**config.mk**
```make
export PLATFORM = sky130hd
export DESIGN_NAME = fft_frame_loader_flat
export DESIGN_NICKNAME = d
export VERILOG_FILES = /design/src/rtl/fft_pkg.sv /design/src/rtl/fft_frame_loader_if.sv /design/src/rtl/fft_frame_loader_bank.sv /design/src/rtl/fft_frame_loader.sv /design/src/flat_wrapper.sv
export SDC_FILE = /design/constraint.sdc
export NUM_CORES = 1
export LEC_CHECK = 0
export BUFFER_PORTS_ARGS = -buffer_cell sky130_fd_sc_hd__buf_2
export CELL_PAD_IN_SITES_DETAIL_PLACEMENT = 1
export CELL_PAD_IN_SITES_GLOBAL_PLACEMENT = 1
export CORE_ASPECT_RATIO = 0.75
export CORE_MARGIN = 2
export CORE_UTILIZATION = 40
export DETAILED_ROUTE_END_ITERATION = 7
export GPL_TIMING_DRIVEN = 0
export PLACE_DENSITY = 0.76
export SETUP_SLACK_MARGIN = 0.4
export SLEW_MARGIN = 20
export SYNTH_ARGS = -nofsm -noshare
export SYNTH_HDL_FRONTEND = slang
export SYNTH_SLANG_ARGS = --single-unit
```
**constraint.sdc**
```tcl
create_clock -name clk -period 2.2 [get_ports clk]
set_input_delay 0.11 -clock clk [delete_from_list [all_inputs] [get_ports clk]]
set_output_delay 0.11 -clock clk [all_outputs]
set_load 0.05 [all_outputs]
```
**src/rtl/fft_pkg.sv**
```systemverilog
// Shared definitions for the FFT sample-memory path: frame geometry, complex sample
// layout and the bit-reversed addressing used by both the writer and the reader.
package fft_pkg;

    localparam int BIT_WIDTH = 16;
    localparam int M         = 9;
    localparam int N         = 1 << M;

    typedef struct packed {
        logic signed [BIT_WIDTH-1:0] re;
        logic signed [BIT_WIDTH-1:0] im;
    } cplx_t;

    typedef enum logic {
        FILL  = 1'b0,
        STALL = 1'b1
    } ld_state_t;

    function automatic logic [M-1:0] bitrev(input logic [M-1:0] idx);
        logic [M-1:0] r;
        for (int i = 0; i < M; i++) begin
            r[i] = idx[M-1-i];
        end
        return r;
    endfunction

endpackage

```
**src/rtl/fft_frame_loader_if.sv**
```systemverilog
// Sample-in / RAM-write / FFT-handshake bundle of the frame loader.
// master is the loader side, slave is the sample source + RAM + FFT side.
interface fft_frame_loader_if
    import fft_pkg::*;
#(
    parameter int DROP_W = 16
);

    logic signed [BIT_WIDTH-1:0] sample_in;
    logic                        sample_valid;
    logic                        fft_done;
    logic                        wr_en;
    logic                        wr_bank;
    logic [M-1:0]                wr_addr;
    cplx_t                       wr_data;
    logic                        frame_ready;
    logic                        frame_bank;
    logic                        overflow;
    logic [DROP_W-1:0]           drop_count;

    modport master (
        input  sample_in, sample_valid, fft_done,
        output wr_en, wr_bank, wr_addr, wr_data,
        output frame_ready, frame_bank, overflow, drop_count
    );

    modport slave (
        output sample_in, sample_valid, fft_done,
        input  wr_en, wr_bank, wr_addr, wr_data,
        input  frame_ready, frame_bank, overflow, drop_count
    );

endinterface

```
**src/rtl/fft_frame_loader_bank.sv**
```systemverilog
// Ping-pong bank bookkeeping: which banks hold full frames, which bank fills next,
// and which full bank is oldest. Releases from the FFT are applied before completions.
module fft_frame_loader_bank (
    input  logic clk,
    input  logic reset_n,
    input  logic fft_done,
    input  logic complete,
    input  logic in_stall,
    output logic released,
    output logic go_stall,
    output logic fill_bank,
    output logic frame_bank,
    output logic frame_ready
);

    logic [1:0] full_q, full_d, full_rel;
    logic       fill_bank_q, fill_bank_d;
    logic       frame_bank_q, frame_bank_d;
    logic       frame_ready_q, frame_ready_d;

    always_comb begin
        released     = fft_done && full_q[frame_bank_q];
        go_stall     = 1'b0;
        full_rel     = full_q;
        fill_bank_d  = fill_bank_q;
        frame_bank_d = frame_bank_q;

        if (released) begin
            full_rel[frame_bank_q] = 1'b0;
            if (full_q[~frame_bank_q]) begin
                frame_bank_d = ~frame_bank_q;
            end
            // Leaving STALL: the freed bank is the only place left to fill.
            if (in_stall) begin
                fill_bank_d = frame_bank_q;
            end
        end

        full_d = full_rel;
        if (complete) begin
            full_d[fill_bank_q] = 1'b1;
            if (full_rel[~fill_bank_q]) begin
                go_stall = 1'b1;
            end else begin
                fill_bank_d  = ~fill_bank_q;
                frame_bank_d = fill_bank_q;
            end
        end

        frame_ready_d = |full_d;
    end

    always_ff @(posedge clk or negedge reset_n) begin
        if (!reset_n) begin
            full_q        <= 2'b00;
            fill_bank_q   <= 1'b0;
            frame_bank_q  <= 1'b0;
            frame_ready_q <= 1'b0;
        end else begin
            full_q        <= full_d;
            fill_bank_q   <= fill_bank_d;
            frame_bank_q  <= frame_bank_d;
            frame_ready_q <= frame_ready_d;
        end
    end

    assign fill_bank   = fill_bank_q;
    assign frame_bank  = frame_bank_q;
    assign frame_ready = frame_ready_q;

endmodule

```
**src/rtl/fft_frame_loader.sv**
```systemverilog
// Write-side producer for the ping-pong FFT sample RAM: stores real samples as {Re, 0}
// at bit-reversed addresses, hands full banks to the FFT and counts dropped samples.
module fft_frame_loader
    import fft_pkg::*;
#(
    parameter int DROP_W = 16
) (
    input  logic                clk,
    input  logic                reset_n,
    fft_frame_loader_if.master  bus
);

    ld_state_t         state_q, state_d;
    logic [M-1:0]      n_q, n_d;
    logic              wr_en_q, wr_en_d;
    logic              wr_bank_q, wr_bank_d;
    logic [M-1:0]      wr_addr_q, wr_addr_d;
    cplx_t             wr_data_q, wr_data_d;
    logic              overflow_q, overflow_d;
    logic [DROP_W-1:0] drop_count_q, drop_count_d;

    logic accept, drop, complete;
    logic released, go_stall, fill_bank;

    fft_frame_loader_bank u_bank (
        .clk         (clk),
        .reset_n     (reset_n),
        .fft_done    (bus.fft_done),
        .complete    (complete),
        .in_stall    (state_q == STALL),
        .released    (released),
        .go_stall    (go_stall),
        .fill_bank   (fill_bank),
        .frame_bank  (bus.frame_bank),
        .frame_ready (bus.frame_ready)
    );

    always_ff @(posedge clk or negedge reset_n) begin
        if (!reset_n) begin
            state_q <= FILL;
        end else begin
            state_q <= state_d;
        end
    end

    always_comb begin
        state_d = state_q;
        case (state_q)
            FILL:    if (go_stall) state_d = STALL;
            STALL:   if (released) state_d = FILL;
            default: state_d = FILL;
        endcase
    end

    // A sample arriving in the same cycle as the STALL release is still dropped.
    always_comb begin
        accept   = bus.sample_valid && (state_q == FILL);
        drop     = bus.sample_valid && (state_q == STALL);
        complete = accept && (n_q == '1);
    end

    always_comb begin
        wr_en_d      = accept;
        wr_bank_d    = wr_bank_q;
        wr_addr_d    = wr_addr_q;
        wr_data_d    = wr_data_q;
        n_d          = n_q;
        overflow_d   = overflow_q | drop;
        drop_count_d = drop_count_q;
        if (accept) begin
            wr_bank_d = fill_bank;
            wr_addr_d = bitrev(n_q);
            wr_data_d = cplx_t'{re: bus.sample_in, im: '0};
            n_d       = n_q + M'(1);
        end
        if (drop && (drop_count_q != '1)) begin
            drop_count_d = drop_count_q + DROP_W'(1);
        end
    end

    always_ff @(posedge clk or negedge reset_n) begin
        if (!reset_n) begin
            n_q          <= '0;
            wr_en_q      <= 1'b0;
            wr_bank_q    <= 1'b0;
            wr_addr_q    <= '0;
            wr_data_q    <= '0;
            overflow_q   <= 1'b0;
            drop_count_q <= '0;
        end else begin
            n_q          <= n_d;
            wr_en_q      <= wr_en_d;
            wr_bank_q    <= wr_bank_d;
            wr_addr_q    <= wr_addr_d;
            wr_data_q    <= wr_data_d;
            overflow_q   <= overflow_d;
            drop_count_q <= drop_count_d;
        end
    end

    assign bus.wr_en      = wr_en_q;
    assign bus.wr_bank    = wr_bank_q;
    assign bus.wr_addr    = wr_addr_q;
    assign bus.wr_data    = wr_data_q;
    assign bus.overflow   = overflow_q;
    assign bus.drop_count = drop_count_q;

endmodule

```
**src/flat_wrapper.sv**
```systemverilog
// flat-port wrapper written by rule: the top's interface ports become plain ports
module fft_frame_loader_flat import fft_pkg::*;
#(
    parameter int DROP_W = 16
)
  (clk, reset_n, bus_sample_in, bus_sample_valid, bus_fft_done, bus_wr_en, bus_wr_bank, bus_wr_addr, bus_wr_data, bus_frame_ready, bus_frame_bank, bus_overflow, bus_drop_count);
  fft_frame_loader_if #(.DROP_W(DROP_W)) bus_i ();
  input  logic clk;
  input  logic reset_n;
  input wire logic [$bits(bus_i.sample_in)-1:0] bus_sample_in;
  input wire logic [$bits(bus_i.sample_valid)-1:0] bus_sample_valid;
  input wire logic [$bits(bus_i.fft_done)-1:0] bus_fft_done;
  output wire logic [$bits(bus_i.wr_en)-1:0] bus_wr_en;
  output wire logic [$bits(bus_i.wr_bank)-1:0] bus_wr_bank;
  output wire logic [$bits(bus_i.wr_addr)-1:0] bus_wr_addr;
  output wire logic [$bits(bus_i.wr_data)-1:0] bus_wr_data;
  output wire logic [$bits(bus_i.frame_ready)-1:0] bus_frame_ready;
  output wire logic [$bits(bus_i.frame_bank)-1:0] bus_frame_bank;
  output wire logic [$bits(bus_i.overflow)-1:0] bus_overflow;
  output wire logic [$bits(bus_i.drop_count)-1:0] bus_drop_count;
  assign bus_i.sample_in = bus_sample_in;
  assign bus_i.sample_valid = bus_sample_valid;
  assign bus_i.fft_done = bus_fft_done;
  assign bus_wr_en = bus_i.wr_en;
  assign bus_wr_bank = bus_i.wr_bank;
  assign bus_wr_addr = bus_i.wr_addr;
  assign bus_wr_data = bus_i.wr_data;
  assign bus_frame_ready = bus_i.frame_ready;
  assign bus_frame_bank = bus_i.frame_bank;
  assign bus_overflow = bus_i.overflow;
  assign bus_drop_count = bus_i.drop_count;
  fft_frame_loader #(.DROP_W(DROP_W)) u_core (.clk(clk), .reset_n(reset_n), .bus(bus_i));
endmodule
```
==> summary.md <==
| Metric | Value |
|---|---|
| Period utilization | 78.5% |
| WHS | roughly 0.015 ns |
| Post-synth EDFFs | 0 |
| Synth area leader | dfrtp_1 |
| Core Box Area | 6350 µm² |
| CTS tree | built |
| Mapped Area | 2660 µm² |
| Top cells by area, synth | dfrtp_1, mux2_2, xnor2_1, buf_4, nand4_1 |
| Routed WL per cell | 14.5 µm |
| # port buffers | 64 |
| # clock sinks | 59 |
| Critical path arrival | 1.95 ns |
| Post-synth ARST share | 100% |
| # fillers | 689 |
| Worst R2R Start | u_core.bus.drop_count[1]$_DFFE_PN0P_ |
| Critical path class | reg -> reg |
| CP Data Required Time | between 2 and 2.5 ns |
| Distinct cells, synth | 34 |
| Status | finished, final reports clean |
| Clk buf depth | 2 |
| Yosys top cell area share | 55.6% |
| Root Driver | clkbuf_8 |
| Synth Warn # | 0 |
| Final setup fails | 0 |
| Slew margin rel. | just over 50% |
| Utilization after layout | a little under three fifths |
| Pre-Repair DR Iteration Count | 4 |
| Final HPWL DP | 3.99 mm |
| Max VDD drop | 0.000702 V |
| #FFs+latches synth | 59 |
| Max-cap violations | 0 |
| Multiplexer area fraction after synthesis | a little over an eighth |
| Sequential share of the synthesized area | a little under three fifths |
| Startpoint class of the critical path | flop |
| Antenna Nets Post-Route | 0 |
| Adder-Cell Fraction of Synth Area | under 10% |
| Hold_sp | bus_sample_in[14] |
| IO Count | between 80 and 90 |
| Final Wtd Congestion | roughly 0.77 |
| CTS buffer count | 9 |
| Seq. cell area | between 1000 and 1500 µm² |
| Commonest cells after routing, fill and taps aside | buf_2, dfrtp_1, mux2_2 |
| Nets | 341 |
| DR vias/cell | 4.82 |
| Layout Cells excl Fill | approximately 400 |
| H-tree Lvls | 3 |
| Vias in the first global route | 2,064 |
| GRT overflow | 0 |
| Worst-path clk slew | 0.06 ns |
| Hold WC Path Type | in -> reg |
| Total Wirelength | 5.88 mm |
| Gr usage total | 17.3% |
| Antenna cells | 0 |
| CP endpoint kind | flop |
| Syn Area/Cell | between 10 and 15 µm² |
| DRC errors left | 0 |
| Minimum clock period | 1.73 ns |
| Top_reg_cell synth | dfrtp_1 |
| Final slew viol count | 0 |
| Post-synthesis compound-gate area fraction | 4.43% |
| Via count | 1,947 |
| Max FO, Critical Path | 6 |
| Layout cells sized above 1 | 46.4% |
| Worst-skew pair later-pin latency | 0.34 ns |
| Die area | 7320 µm² |
| Die H | between 70 and 80 µm |
| Most common cell after layout, fill and taps aside | buf_2 |
| Final Hold Vio Count | 0 |
| RSZ-0062 raised after global routing | yes |
| Mapped Cells | roughly 210 |
| Setup TNS | 0 ns |
| XOR/XNOR Fraction of Synth Area | 6.92% |
| Rows | 25 |
| Worst-Margin Slew | 0.744 ns |
| Synth Area in Simple Gates | 11.2% |
| Max Fclk | ~580 MHz |
| Initial DRC Count | 37 |
| Die W | 98.1 µm |
| First-pass GRT wire length | between 9 and 10 mm |
| Antenna violations before repair | 0 |
| Largest family of logic cells by synthesized area | multiplexers |
| Area of the multi-input gates | 1070 µm² |
| Initial Util | 41.9% |
| Final setup skew | 0.00496 ns |
| Post-synthesis to final-layout area growth | 35.0% |
| Static leakage | roughly 0.0018 µW |
| Dpl cells | 368 |
| Crit. Startpoint | u_core.bus.drop_count[1]$_DFFE_PN0P_ |
| Largest net degree at the start of global routing | 60 |
| Pwr dens | 937 nW/µm² |
==> cell families (layout without fill, tap and decap cells) <==
logic type | after synthesis | in the layout
multiplexers | 32 | 32
flip-flops | 59 | 59
XOR/XNOR | 21 | 21
buffers and inverters | 26 | 126
AND/OR/NAND/NOR | 52 | 52
other | 1 | 16
adder cells (fa/ha/maj) | 3 | 3
AO/OA/AOI/OAI | 14 | 14
==> worst max-delay path: stages (launching register included) <==
cell and delay, ns:
dfrtp_2 0.44, ha_2 0.20, and4_1 0.21, buf_6 0.13, a41oi_4 0.16, buf_4 0.16
mux2_2 0.32
==> path summary, 6_finish.rpt <==
path / endpoint / slack [ns] / cells past startpoint
setup / recovery: u_core.bus.drop_count[1]$_DFFE_PN0P_ / 0.47 / 6
hold / removal: u_core.bus.wr_data[30]$_DFFE_PN0P_ / 0.02 / 2
setup reg to reg: u_core.bus.drop_count[1]$_DFFE_PN0P_ / 0.47 / 6
hold reg to reg: u_core.bus.overflow$_DFF_PN0_ / 0.47 / 1
max in group asynchronous: u_core.bus.drop_count[1]$_DFFE_PN0P_ / 1.27 / 2
min in group asynchronous: u_core.bus.drop_count[9]$_DFFE_PN0P_ / 0.38 / 2
==> cells in the mapped netlist, types with 2 or more instances <==
library cell,n
nand2b_1,3
clkbuf_1,2
nor2b_1,2
and3_1,6
nand2_1,13
ha_1,3
a211oi_1,2
xor2_1,3
dfrtp_1,59
nand3_1,8
buf_4,17
mux2_2,31
buf_2,4
buf_6,2
a21oi_1,2
nor2_1,3
xnor2_1,18
and4_1,3
nand4_1,10
o21ai_0,3
==> sequential cells by signal, indices dropped and copies added, names as in the netlist <==
signal,count
u_core.u_bank.full_q,2
u_core.bus.wr_addr,9
u_core.bus.drop_count,16
u_core.state_q,1
u_core.bus.wr_data,16
u_core.n_q,9
u_core.u_bank.frame_bank,1
u_core.u_bank.fill_bank,1
u_core.bus.wr_en,1
u_core.u_bank.frame_ready,1
u_core.bus.overflow,1
u_core.bus.wr_bank,1
==> final cells by class <==
class,instances,area share [%]
buffer,25,4.95
clock buffer,11,3.94
clock inverter,5,2.79
inverter,1,0.105
multi-input combinational,138,29.9
sequential,59,41.3
tap,81,2.83
timing repair buffer,84,14.3
==> layer usage <==
layer	track usage [%]	vias to the layer above	wire (µm)
met5	0	-	0
met3	6.20	8	331
met4	5.56	0	71
met1	20.2	964	2430
met2	30.6	51	3050
li1	-	924	-
==> repair_timing <==
action | CTS | global route
endpoints found under the setup margin | 2 | 9
pin swaps | 1 | 1
setup buffers | 4 | 2
hold endpoints to repair | 72 | 0
gates resized for setup | 1 | 4
cloned | 0 | 0
hold buffers | 14 | 0
==> metrics by stage <==
step           total power, µW  instance area [µm²]  setup slack (ns)
3_5_place_dp              2140                 3140             0.364
2_1_floorplan             1940                 2720             0.375
4_1_cts                   3380                 3560             0.421
6_report                  3360                 3590             0.473
3_3_place_gp              2110                 3140             0.412
5_1_grt                   3520                 3590             0.386
==> report_power, final <==
part	leakage, µW	switching [µW]	internal, µW	total (µW)
Combinational	0.000907	562	272	834
Sequential	0.000757	93.0	1240	1330
Clock	0.000123	419	780	1200
Total	0.00179	1070	2290	3360
No activity file was read; power rests on OpenSTA's default activity.
